`src/rtl/fifo_pkg.sv`:
```
// Shared constants and sizing helpers for the synchronous FIFO family.
package fifo_pkg;

    localparam int DEF_DATA_W = 16;
    localparam int DEF_DEPTH  = 16;

    // Ceiling log2; clog2(1) = 0.
    function automatic int clog2(input int value);
        int result;
        int rem;
        result = 0;
        rem    = value - 1;
        while (rem > 0) begin
            result = result + 1;
            rem    = rem >> 1;
        end
        return result;
    endfunction

    // Occupancy counter width: one extra bit so DEPTH itself is representable.
    function automatic int cnt_w(input int depth);
        return clog2(depth) + 1;
    endfunction

endpackage

```
`src/rtl/fifo_ram_2p.sv`:
```
// Two-port register-array RAM: synchronous write, asynchronous read.
module fifo_ram_2p
    import fifo_pkg::*;
#(
    parameter int DATA_W = DEF_DATA_W,
    parameter int DEPTH  = DEF_DEPTH,
    localparam int ADDR_W = clog2(DEPTH)
) (
    input  logic              clk,
    input  logic              we,
    input  logic [ADDR_W-1:0] waddr,
    input  logic [DATA_W-1:0] wdata,
    input  logic [ADDR_W-1:0] raddr,
    output logic [DATA_W-1:0] rdata
);

    logic [DATA_W-1:0] mem [DEPTH];

    // Write port: store wdata at waddr when enabled; contents are not reset.
    always_ff @(posedge clk) begin
        if (we) begin
            mem[waddr] <= wdata;
        end
    end

    assign rdata = mem[raddr];

endmodule

```
`src/rtl/fifo_sync_param.sv`:
```
// Parametrised single-clock FIFO with exact full flag, programmable
// almost-full/almost-empty thresholds, sticky overflow/underflow flags and a
// registered read port.
// Optional feature macro: FIFO_FWFT_EN (first-word-fall-through; removes the
// output register and presents the head word combinationally).
module fifo_sync_param
    import fifo_pkg::*;
#(
    parameter int DATA_W    = DEF_DATA_W,
    parameter int DEPTH     = DEF_DEPTH,
    parameter int AF_THRESH = DEPTH - 4,
    parameter int AE_THRESH = 2,
    localparam int ADDR_W   = clog2(DEPTH),
    localparam int CNT_W    = cnt_w(DEPTH)
) (
    input  logic              Clk,
    input  logic              Reset,
    input  logic [DATA_W-1:0] DataIn,
    input  logic              W,
    output logic              Full,
    output logic              AlmostFull,
    output logic [DATA_W-1:0] DataOut,
    input  logic              R,
    output logic              Empty,
    output logic              AlmostEmpty,
    output logic [CNT_W-1:0]  Count,
    input  logic              ErrClr,
    output logic              Overflow,
    output logic              Underflow
);

    localparam logic [CNT_W-1:0] FULL_CNT = CNT_W'(DEPTH);
    localparam logic [CNT_W-1:0] AF_CNT   = CNT_W'(AF_THRESH);
    localparam logic [CNT_W-1:0] AE_CNT   = CNT_W'(AE_THRESH);

    logic [ADDR_W-1:0] wpointer;
    logic [ADDR_W-1:0] rpointer;
    logic [DATA_W-1:0] rdata;
    logic              wr_ok;
    logic              rd_ok;

    assign Full        = (Count == FULL_CNT);
    assign Empty       = (Count == '0);
    assign AlmostFull  = (Count >= AF_CNT);
    assign AlmostEmpty = (Count <= AE_CNT);

    assign wr_ok = W & ~Full;
    assign rd_ok = R & ~Empty;

    fifo_ram_2p #(
        .DATA_W (DATA_W),
        .DEPTH  (DEPTH)
    ) u_ram (
        .clk   (Clk),
        .we    (wr_ok),
        .waddr (wpointer),
        .wdata (DataIn),
        .raddr (rpointer),
        .rdata (rdata)
    );

    // Pointers advance on accepted transfers; power-of-two depth gives natural wrap.
    always_ff @(posedge Clk or posedge Reset) begin
        if (Reset) begin
            wpointer <= '0;
            rpointer <= '0;
        end else begin
            if (wr_ok) wpointer <= wpointer + ADDR_W'(1);
            if (rd_ok) rpointer <= rpointer + ADDR_W'(1);
        end
    end

    // Occupancy: simultaneous accepted read and write leave it unchanged.
    always_ff @(posedge Clk or posedge Reset) begin
        if (Reset) begin
            Count <= '0;
        end else begin
            unique case ({wr_ok, rd_ok})
                2'b10:   Count <= Count + CNT_W'(1);
                2'b01:   Count <= Count - CNT_W'(1);
                default: Count <= Count;
            endcase
        end
    end

    // Sticky error flags; a new error on the same edge as ErrClr wins.
    always_ff @(posedge Clk or posedge Reset) begin
        if (Reset) begin
            Overflow  <= 1'b0;
            Underflow <= 1'b0;
        end else begin
            Overflow  <= (W & Full)  | (Overflow  & ~ErrClr);
            Underflow <= (R & Empty) | (Underflow & ~ErrClr);
        end
    end

`ifdef FIFO_FWFT_EN
    // Head word is presented directly from the RAM; zero while empty.
    always_comb begin
        DataOut = '0;
        if (!Empty) DataOut = rdata;
    end
`else
    // Registered read port: capture the head word on an accepted read.
    always_ff @(posedge Clk or posedge Reset) begin
        if (Reset) begin
            DataOut <= '0;
        end else if (rd_ok) begin
            DataOut <= rdata;
        end
    end
`endif

endmodule

```
`config.mk`:
```
export PLATFORM = sky130hd
export DESIGN_NAME = fifo_sync_param
export DESIGN_NICKNAME = d
export VERILOG_FILES = /design/src/rtl/fifo_pkg.sv /design/src/rtl/fifo_ram_2p.sv /design/src/rtl/fifo_sync_param.sv
export SDC_FILE = /design/constraint.sdc
export NUM_CORES = 1
export LEC_CHECK = 0
export ABC_AREA = 1
export CAP_MARGIN = 20
export CELL_PAD_IN_SITES_DETAIL_PLACEMENT = 0
export CELL_PAD_IN_SITES_GLOBAL_PLACEMENT = 1
export CORE_UTILIZATION = 54
export DETAILED_ROUTE_END_ITERATION = 10
export DONT_BUFFER_PORTS = 1
export PLACE_DENSITY_LB_ADDON = 0.1
export SYNTH_ARGS = -nofsm -noshare
export SYNTH_HDL_FRONTEND = slang
export SYNTH_SLANG_ARGS = --single-unit
```
`constraint.sdc`:
```
create_clock -name Clk -period 6.9 [get_ports Clk]
set_input_delay 1.725 -clock Clk [delete_from_list [all_inputs] [get_ports Clk]]
set_output_delay 1.725 -clock Clk [all_outputs]
set_load 0.01 [all_outputs]
```
* After elaboration in Yosys (flattened, before gate mapping) *
Memory sizes are Yosys's and may differ from the RTL's. A register that Yosys moved wholly into a read port is not among the register bits.
Cells that the tools add are included.
Widths: inputs -> output; s select.

storage, ports and cells
  bits in writable memories = 256
  output and inout port bits = 27
  memories kept = 1
  logic and storage cells = 31
  bits of input ports = 21
  register bits after elaboration = 15

operators by class
  reductions and logical operators = 2
  magnitude comparators = 2
  multiplexer cells = 3
  bitwise operators = 11
  $add $sub $neg = 4
  equal/unequal tests = 3

memory list
  name       depth  bits a word  rd ports  clocked after memory_dff  write ports  RTL line           RTL
  u_ram.mem  16     16           1         1                         1            fifo_ram_2p.sv:17  logic [DATA_W-1:0] mem [DEPTH];

operator list
  cell                 count
  $pmux 5 s2           1
  $add 4x1->4 const B  2
  $and 1x1->1          6
  $add 5x1->5 const B  1
  $eq 5x5->1 const B   1
  $ge 5x4->1 const B   1
  $le 5x2->1 const B   1
  $logic_not 5->1      1
  $sub 5x1->5 const B  1
  $not 1->1            3
  $eq 2x1->1 const B   1
  $eq 2x2->1 const B   1
  $mux 1               2
  $or 1x1->1           2
  $reduce_bool 2->1    1

* Logic depth before layout (Yosys ltp) *
Gate-level depths: netlist (run 1).

  depth after elaboration = 5
  depth in mapped cells = 16
  depth with buffers taken out = 15

* Modules after synthesis *
From an unflattened synthesis (run 1), not the netlist that was laid out.

second synthesis, totals
  cell total of the unflattened synthesis = 1,235
  area, all modules = 12,543.3 um2

modules (own cells, without submodules)
  module           times used  area an instance (um2)  sequential area each (um2)  cells an instance
  fifo_ram_2p      1           11,060.6                7,687.4                     1,058
  fifo_sync_param  1           1,482.7                 775.7                       177

* Least setup slack after synthesis (run 1) *
OpenSTA, ideal clock, no wires.

  kind = input to register
  start point = in R
  end point = reg Count[4]
  arrival = 3.116 ns
  setup time = 0.116 ns
  data required time = 6.784 ns
  path buffers = 1
  cell stages on the path = 13
  setup slack = 3.668 ns
  path through = nand2_2 > inv_1 > buf_2 > ha_1 > xor2_1 > ha_1 > inv_1 > nand2_1 > nand3_1 > nand3_1 > nand2_1 > nand2_1 > nand2_1

between the ends
  word-level cells in the longest chain between the ends = 3
  elaborated cells on any way between the ends = 5
  classes of those cells = eq/ne: 2; mux: 1; bitwise: 1; reduce/logical: 1

RTL lines
  item                                             RTL line               RTL
  from (decl)                                      fifo_sync_param.sv:23  input logic R,
  $and 1x1->1 *                                    fifo_sync_param.sv:48  assign rd_ok = R & ~Empty;
  named net rd_ok                                  fifo_sync_param.sv:40  logic rd_ok;
  $eq 2x1->1 or $eq 2x2->1 (tied branches)         fifo_sync_param.sv:78  unique case ({wr_ok, rd_ok})
  $pmux 5 s2 or $reduce_bool 2->1 (tied branches)  n/a
  to (signal assigned)                             fifo_sync_param.sv:79  2'b10: Count <= Count + CNT_W'(1);
  to (signal assigned)                             fifo_sync_param.sv:80  2'b01: Count <= Count - CNT_W'(1);
  to (signal assigned)                             fifo_sync_param.sv:81  default: Count <= Count;
  to (decl)                                        fifo_sync_param.sv:26  output logic [CNT_W-1:0] Count,

Mark *: on every way through the listed nets, which the timed path passes. The rest lies on a longest branch.
A chain may end at the register's enable or synchronous reset.

* Worst setup path after layout (run 1) *
  start point = reg Count[2]
  end point = out AlmostEmpty

between the ends
  word-level cells in the longest chain between the ends = 1

RTL lines
  item        RTL line               RTL
  $le 5x2->1  fifo_sync_param.sv:45  assign AlmostEmpty = (Count <= AE_CNT);
  to (decl)   fifo_sync_param.sv:25  output logic AlmostEmpty,

No other way between the ends.

==> results of run 1 <==
==> power by group through the flow <==
stage	logic, W	registers (W)	clock network [W]
after floorplan	0.00128	0.00227	0
after global placement	0.00166	0.00239	0
after detailed placement	0.00168	0.00239	0
after CTS	0.00168	0.00236	0.00151
after global routing	0.00188	0.00238	0.00158
final	0.00167	0.00235	0.00149
==> cells in the final DEF, fill, tap and decap left out, drive strengths merged <==
master,instances
buf,7
ha,8
nand3,200
nand2,421
a211oi,1
clkinvlp,1
xnor2,2
clkbuf,50
xor2,8
a21boi,1
o21ai,9
nand4,2
nor2,18
inv,221
clkinv,5
dfrtp,31
edfxtp,256
==> cells in the mapped netlist (all sizes together) (2+ instances only) <==
cell      n
xnor2     2
nand4     2
inv     220
xor2      8
clkbuf    7
nand3   200
dfrtp    31
nand2   421
nor2     18
ha        8
edfxtp  256
buf      48
o21ai     9
==> worst max-delay path: cells and delay by family (launching register included) <==
family | cells | cell delay (ns)
flops | 1 | 0.47
compound gates | 1 | 0.38
simple gates | 1 | 0.22
buf+inv | 1 | 0.09
==> metrics by stage <==
stage / area, um2 / setup slack [ns]
2_1_floorplan: 12500 / 3.67
3_3_place_gp: 12700 / 3.10
3_5_place_dp: 12700 / 3.04
4_1_cts: 13600 / 3.46
5_1_grt: 13600 / 3.27
6_report: 13600 / 3.47
==> final cells by class <==
| type | count | area (um2) |
|---|---|---|
| Fill cell | 1916 | 9070 |
| Sequential cell | 287 | 8470 |
| Multi-Input combinational cell | 670 | 2950 |
| Clock buffer | 50 | 866 |
| Inverter | 221 | 832 |
| Tap cell | 285 | 357 |
| Timing Repair Buffer | 7 | 52.6 |
| Clock inverter | 6 | 46.3 |
==> layer usage <==
layer | vias to the layer above | part of all wire [%]
li1 | 3905 | -
met1 | 3833 | 44
met2 | 191 | 48
met3 | 36 | 6.1
met4 | 0 | 1.5
met5 | - | 0
==> flip-flops by register name (all words and copies together) (netlist names) <==
name / cells
u_ram.mem: 256
DataOut: 16
Count: 5
rpointer: 4
wpointer: 4
Overflow: 1
Underflow: 1
==> kinds of logic (layout without fill, tap and decap cells) <==
logic type | after synthesis | in the layout | synth area share [%]
AOI/OAI and AO/OA | 11 | 11 | 0.482
xor gates and xnor gates | 10 | 10 | 0.702
buffers and inverters | 276 | 284 | 8.79
adders and majority gates | 8 | 8 | 0.803
and+or+nand+nor | 641 | 641 | 21.4
DFF | 287 | 287 | 67.9
==> how the worst min path moves through the flow <==
stage	start	endpoint	slack, ns	depth (start not counted)
floorplan	wpointer[2]	wpointer[2]	0.50	1
global placement	DataOut[0]	DataOut[0]	0.53	2
detailed placement	DataOut[11]	DataOut[11]	0.54	2
CTS	DataOut[11]	DataOut[11]	0.55	2
global route	DataOut[3]	DataOut[3]	0.58	2
finish	DataOut[4]	DataOut[4]	0.55	2
==> summary by stage, run 1 <==
Status
The run finished with clean final reports.

Power
The internal portion of the total power is 0.00346 W. In this run the power density over the cells is 406 nW/um2. The analysis attributes to cell leakage a power of 5.92 nW. The fraction of power consumed by combinational cells is 30.3%. Summed over all nets, the switching power comes to 0.00206 W. The sequential cell fraction of total power is 42.7%. The worst vdd rail ir drop is 288 uV. In this run switching power makes up 37.3% of total power. The clock network accounts for 27.0% of the total power. The total chip power is 0.00552 W.

Cells and area
The number of non-filler instances in the completed layout is 1526. The post-route core utilization is 60.0%. In the final layout, the share of cells above drive strength 1 is 5.40%. The final layout net count is 1246. The area growth from synthesis to layout is 8.84%. The total inserted antenna cells is 0.

Critical path
The reg-to-reg critical path startpoint is rpointer[0]. The worst register-to-register path ends at DataOut[4]. The worst setup path category is reg -> out. STA classifies the critical path startpoint as a flip-flop. For the worst setup path, the data required time is 5.18 ns.

Following the worst setup path forward leads to its endpoint at AlmostEmpty. The start point of the critical path is Count[2]. The worst reg-to-reg setup slack is 3.84 ns. The critical path goes through nor2_1 -> inv_1 -> a211oi_1. The number of cells on the worst reg-to-reg path is 10.

Data arrives at the worst endpoint at 1.71 ns. The worst setup path is captured at an output port. The slowest stage of the critical path is the sky130_fd_sc_hd__dfrtp_1 cell. The longest individual stage delay on the worst path is 0.47 ns.

Along the worst path, the maximum fanout reaches 6.

Synthesis
Synthesis produced a netlist with a net count of 1262. The synthesis-stage register bit count is 287. The average cell area after synthesis is 10.1 um2. The most used flip-flop cell after synthesis is sky130_fd_sc_hd__edfxtp_1.

The synthesized netlist cell count is 1233. In this run, distinct cell masters in the synthesized netlist total 21. The top cell type's share of synthesized area is 61.6%. Summing every instance area after synthesis gives 12500 um2. The share of synthesized flip-flops with an asynchronous set or reset is 10.8%. The largest area contributor in the synthesized netlist is sky130_fd_sc_hd__edfxtp_1. The count of flip-flops with a built-in enable after synthesis is 256. The count of yosys warnings during synthesis is 0. Summing the sequential cell areas from Yosys gives 67.9% of the chip area. Yosys attributes the largest share of cell area to sky130_fd_sc_hd__edfxtp_1 (62%), sky130_fd_sc_hd__nand2_1 (13%), sky130_fd_sc_hd__nand3_1 (8.0%), sky130_fd_sc_hd__inv_1 (6.6%), sky130_fd_sc_hd__dfrtp_1 (6.2%).

Die
The height of the die is 154 um. During I/O placement, the number of pins put on the boundary was 48. The initial core utilization is 55.1%.

After floorplanning, the core was divided into 55 placement rows. The floorplan step defined a die boundary enclosing 23700 um2. The core area is 22600 um2. The floorplan step set the die width to 154 um.

Clock tree
The post-CTS resize count is 0. The total of hold buffers inserted after clock tree synthesis is 0. TritonCTS built the clock tree.

In this run the number of H-tree levels came out at 1. The clock tree root driver cell is sky130_fd_sc_hd__clkbuf_16. Buffers added to address setup during post-CTS repair amount to 0. The insertion delay of the later-clocked pin in the worst-skew pair is 0.56 ns. The CTS buffer count is 30. Counting every sink on the clock net gives 287. Clock-pin slew was measured on the worst setup and hold paths at 0.06 ns. The number of buffers on the longest clock path is 3.

Place
After legalization and detailed placement, the total HPWL measured 16600 um. Input and output buffers added on the ports amount to 0. The final weighted congestion in routability-driven placement is 0.857. The number of cells after detailed placement is 1470.

Global route
met2 is the most crowded layer. The first-pass GRT wire length is 43200 um. For this run, global-route usage on met2 was measured as 41.3%. The via count of the first global-routing pass is 7574.

The met1 layer usage reported by global route is 34.0%. The number of antenna violations at the first check in global routing is 0. The largest net degree at the start of global routing is 73.

The combined global-route utilization of all metal layers is 24.5%. The overall overflow remaining after global route is 0. In the global route stage, met3 resource usage came out at 4.26%.

Routing
The post-detailed-routing wire length is 28200 um. The post-detailed-route wirelength per cell is 18.5 um. The residual antenna-violating net count after detailed routing is 0.

After the first detailed-routing iteration, the DRC count stood at 611. The final route contains 7965 vias. In the routed design, unresolved DRC markers number 0. The number of vias per cell after detailed routing is 5.22. Before antenna repair, the detailed router went through 5 iterations.

STA
The share of the clock period used by the worst path after layout is 49.7%. Setup repair after global routing left no endpoint under its margin. The final sum of negative setup slack is 0 ns. The number of max-slew violations in the final report is 0.

The minimum hold slack is 0.546 ns. For the final database, setup skew stands at 0.0254 ns. At the pin with the least slew margin, the transition time is 1.11 ns. The setup-violating endpoint count in the final report is 0. The minimum clock period is 3.43 ns. The relative slew slack is 26.2%.

Static timing analysis puts the maximum clock frequency at 292 MHz. The final hold violation count was 0.

Flow run
The number of maximum-capacitance constraint violations is 0.

Hold path
In this run the worst hold path is classified as reg -> reg.
Note: power is estimated with default switching activity, not from simulation.
==> run 2: changes to the inputs <==
- CORE_UTILIZATION: 54 -> 45
- clock period: 6.9 -> 2.9 ns (I/O delays scaled with it)
==> run 2 against run 1 <==
  * Register-to-register slack worse by 3.3 ns
  * First-iteration DRC count down 4.9%
  * Global-route usage down 2.8 points
  * Worst hold slack worse by 0.34 ns
  * Sequential cell count unchanged
  * Count of clock-buffer cells in the layout down 2
  * Setup slack worse by 2.9 ns
  * Largest cell class unchanged
  * Largest power group unchanged
==> summary by stage, run 2 (synthesis gave the netlist of run 1 again) <==
Status
The flow ran to the end, and the final reports show no timing, DRC or antenna violations.

Global route
The number of antenna violations at the first check in global routing is 0 (unchanged). The largest net degree at the start of global routing was 131 (+79%). The via count of the first global-routing pass is 7691 (+1.5%). The combined global-route utilization of all metal layers is 21.8% (-2.8 points). The first-pass GRT wire length came to 45800 um (+6.0%). The overall overflow remaining after global route is 0 (unchanged).

STA
Counting I/O delays and the setup requirement, the final critical path takes 2.35 ns. The slew at the pin closest to its max-slew limit is 0.667 ns (-0.438 ns). The setup-violating endpoint count in the final report is 0 (unchanged). The share of the clock period used by the worst path after layout is 81.2%. The final hold violation count is 0 (unchanged). The timing-limited maximum frequency is 425 MHz. The number of max-slew violations in the final report was 0 (unchanged). The setup skew after layout is 0.0157 ns (-0.00974 ns). The minimum hold slack is 0.204 ns (-0.342 ns). The relative slew slack is 55.5% (+29 points). The final sum of negative setup slack is 0 ns (unchanged).

Setup repair after global routing left no endpoint under its margin.

Routing
The DRC violation count after routing is 0 (unchanged). The post-detailed-route wirelength per cell came to 17.9 um (-2.9%). The post-detailed-routing wire length is 29700 um (+5.3%).

The residual antenna-violating net count after detailed routing is 0 (unchanged). The number of DRC markers after the initial detailed-route iteration is 581 (-4.9%). The number of vias per cell after detailed routing came to 4.83 (-7.4%). The number of vias after detailed routing is 7998 (+0.41%). The number of detailed-routing iterations run before antenna repair is 4 (-1).

Cells and area
The count of filler cells inserted in the layout is 2450 (+28%). The top cell types in the final layout, fill and taps aside, are sky130_fd_sc_hd__nand2_1 (420), sky130_fd_sc_hd__edfxtp_1 (256), sky130_fd_sc_hd__inv_1 (218). The share of layout cells above drive strength 1 is 8.81% (+3.4 points). Compared with the post-synthesis result, the final layout area differs by 13.5%. The largest registers in the layout are u_ram.mem: 256 flops, DataOut: 16 flops, Count: 5 flops. The flip-flop count of the largest register after layout is 256 (unchanged).

The total inserted antenna cells is 0 (unchanged). The register with the most flip-flops in the final layout is u_ram.mem. The library cell used most frequently in the layout, excluding fill and tap cells, is sky130_fd_sc_hd__nand2_1. The final layout net count was 1286 (+3.2%).

Clock tree
The number of buffers on the longest clock path is 3 (unchanged). The number of H-tree branching levels came to 2 (+1). The CTS buffer count was 34 (+13%). The clock tree root driver cell is sky130_fd_sc_hd__clkbuf_16. The post-CTS resize count was 0 (unchanged). The clock net sink count is 287 (unchanged).

The insertion delay of the later-clocked pin in the worst-skew pair is 0.51 ns (-0.05 ns). The TritonCTS clock tree is yes. The clock transition at the registers of the reported paths is 0.06 ns (about the same). The setup fix buffers added after clock tree synthesis is 0 (unchanged).

The total of hold buffers inserted after clock tree synthesis is 0 (unchanged).

Critical path
The maximum fanout encountered on the critical timing path came to 6 (unchanged). The combined buffer and inverter count along the critical path is 1 (unchanged). The critical path goes through nor2_1 -> inv_1 -> a211oi_1. The worst setup path is of the reg -> out kind. The required time reported for the critical path endpoint is 2.17 ns (-3.01 ns). Among all stages on the critical path, the largest delay is contributed by sky130_fd_sc_hd__dfrtp_1. On the critical path the largest part of the delay comes from flip-flops. The worst setup path is launched from a flip-flop.

The arrival time of data at the critical path endpoint is 1.63 ns (-0.08 ns). The longest individual stage delay on the worst path was 0.47 ns (about the same). The endpoint class of the critical path is an output port.

Die
The height of the die was 168 um (+9.4%). The count of boundary I/O pins is 48 (unchanged). The initial core utilization was 46.0% (-9.1 points).

The full die area is 28400 um2 (+20%). The row count is 60 (+9.1%). The die extent in x is 168 um (+9.4%). The core area is 27100 um2 (+20%).

Place
The final HPWL from detailed placement is 17400 um (+4.9%). The final weighted congestion in routability-driven placement is 0.799 (-6.8%). The number of port buffers is 0 (unchanged).

Power
The power density over cell area came to 983 nW/um2 (+140%). The cell leakage power was 6.22 nW (+5.0%). The worst vdd rail ir drop is 679 uV (+140%).

Hold path
The min-delay analysis places its worst path in the category in -> async.

Flow run
The number of maximum-capacitance constraint violations is 0 (unchanged).
-- run 2: changes by cell type in the layout (fill, tap and decap cells not counted), sizes merged --
cell | before | now
clkbuf | 50 | 48
inv | 221 | 220
buf | 7 | 43
bufinv | 0 | 1
clkinv | 5 | 13
-- run 2: path summary, 6_finish.rpt --
| check | from | end | slack [ns] | cells past startpoint |
|---|---|---|---|---|
| max reg2reg | Count[2] | Count[4] | 0.57 | 13 |
| min | Reset | Overflow | 0.20 | 2 |
| max | Count[2] | AlmostEmpty | 0.55 | 3 |
| min in group Clk | DataIn[4] | u_ram.mem[11][4] | 0.31 | 0 |
| min reg2reg | DataOut[12] | DataOut[12] | 0.54 | 2 |
| max in group asynchronous | Reset | rpointer[0] | 2.34 | 2 |
-- run 2: cell type report --
type                    count  area, um2  share of cell area [%]
clock buffers              48        997                    7.05
clock inverters            14       91.3                   0.645
inverters                 221        832                    5.88
multi-input cells         670       2950                    20.9
flip-flops and latches    287       8470                    59.8
well taps                 372        465                    3.29
repair buffers             43        348                    2.46
-- run 2: metal layers --
metal	share of wire (%)	vias to the layer above	GRT usage, %	wire, um
li1	-	3995	-	-
met1	46	3796	30.0	13700
met2	47	169	35.4	13800
met3	5.4	38	4.04	1610
met4	1.9	0	6.21	555
met5	0	-	0	0
-- run 2: metrics by stage --
| stage | area [um2] | setup WS [ns] | cells | power [W] | utilization [%] |
|---|---|---|---|---|---|
| floorplan | 12500 | 0.626 | 1233 | 0.00846 | - |
| global placement | 13100 | 0.636 | 1593 | 0.00991 | 48.2 |
| detailed placement | 13100 | 0.614 | 1593 | 0.00993 | 48.2 |
| CTS | 14200 | 0.524 | 1655 | 0.0141 | 52.2 |
| global route | 14200 | 0.279 | 1655 | 0.0148 | 52.2 |
| finish | 14200 | 0.546 | 1655 | 0.0139 | 52.2 |
-- run 2: power breakdown --
group          leakage (nW)  total, W  internal (W)  switching [W]
Combinational          2.99   0.00437       0.00130        0.00307
Clock                 0.536   0.00411       0.00248        0.00162
Sequential             2.69   0.00543       0.00507       0.000358
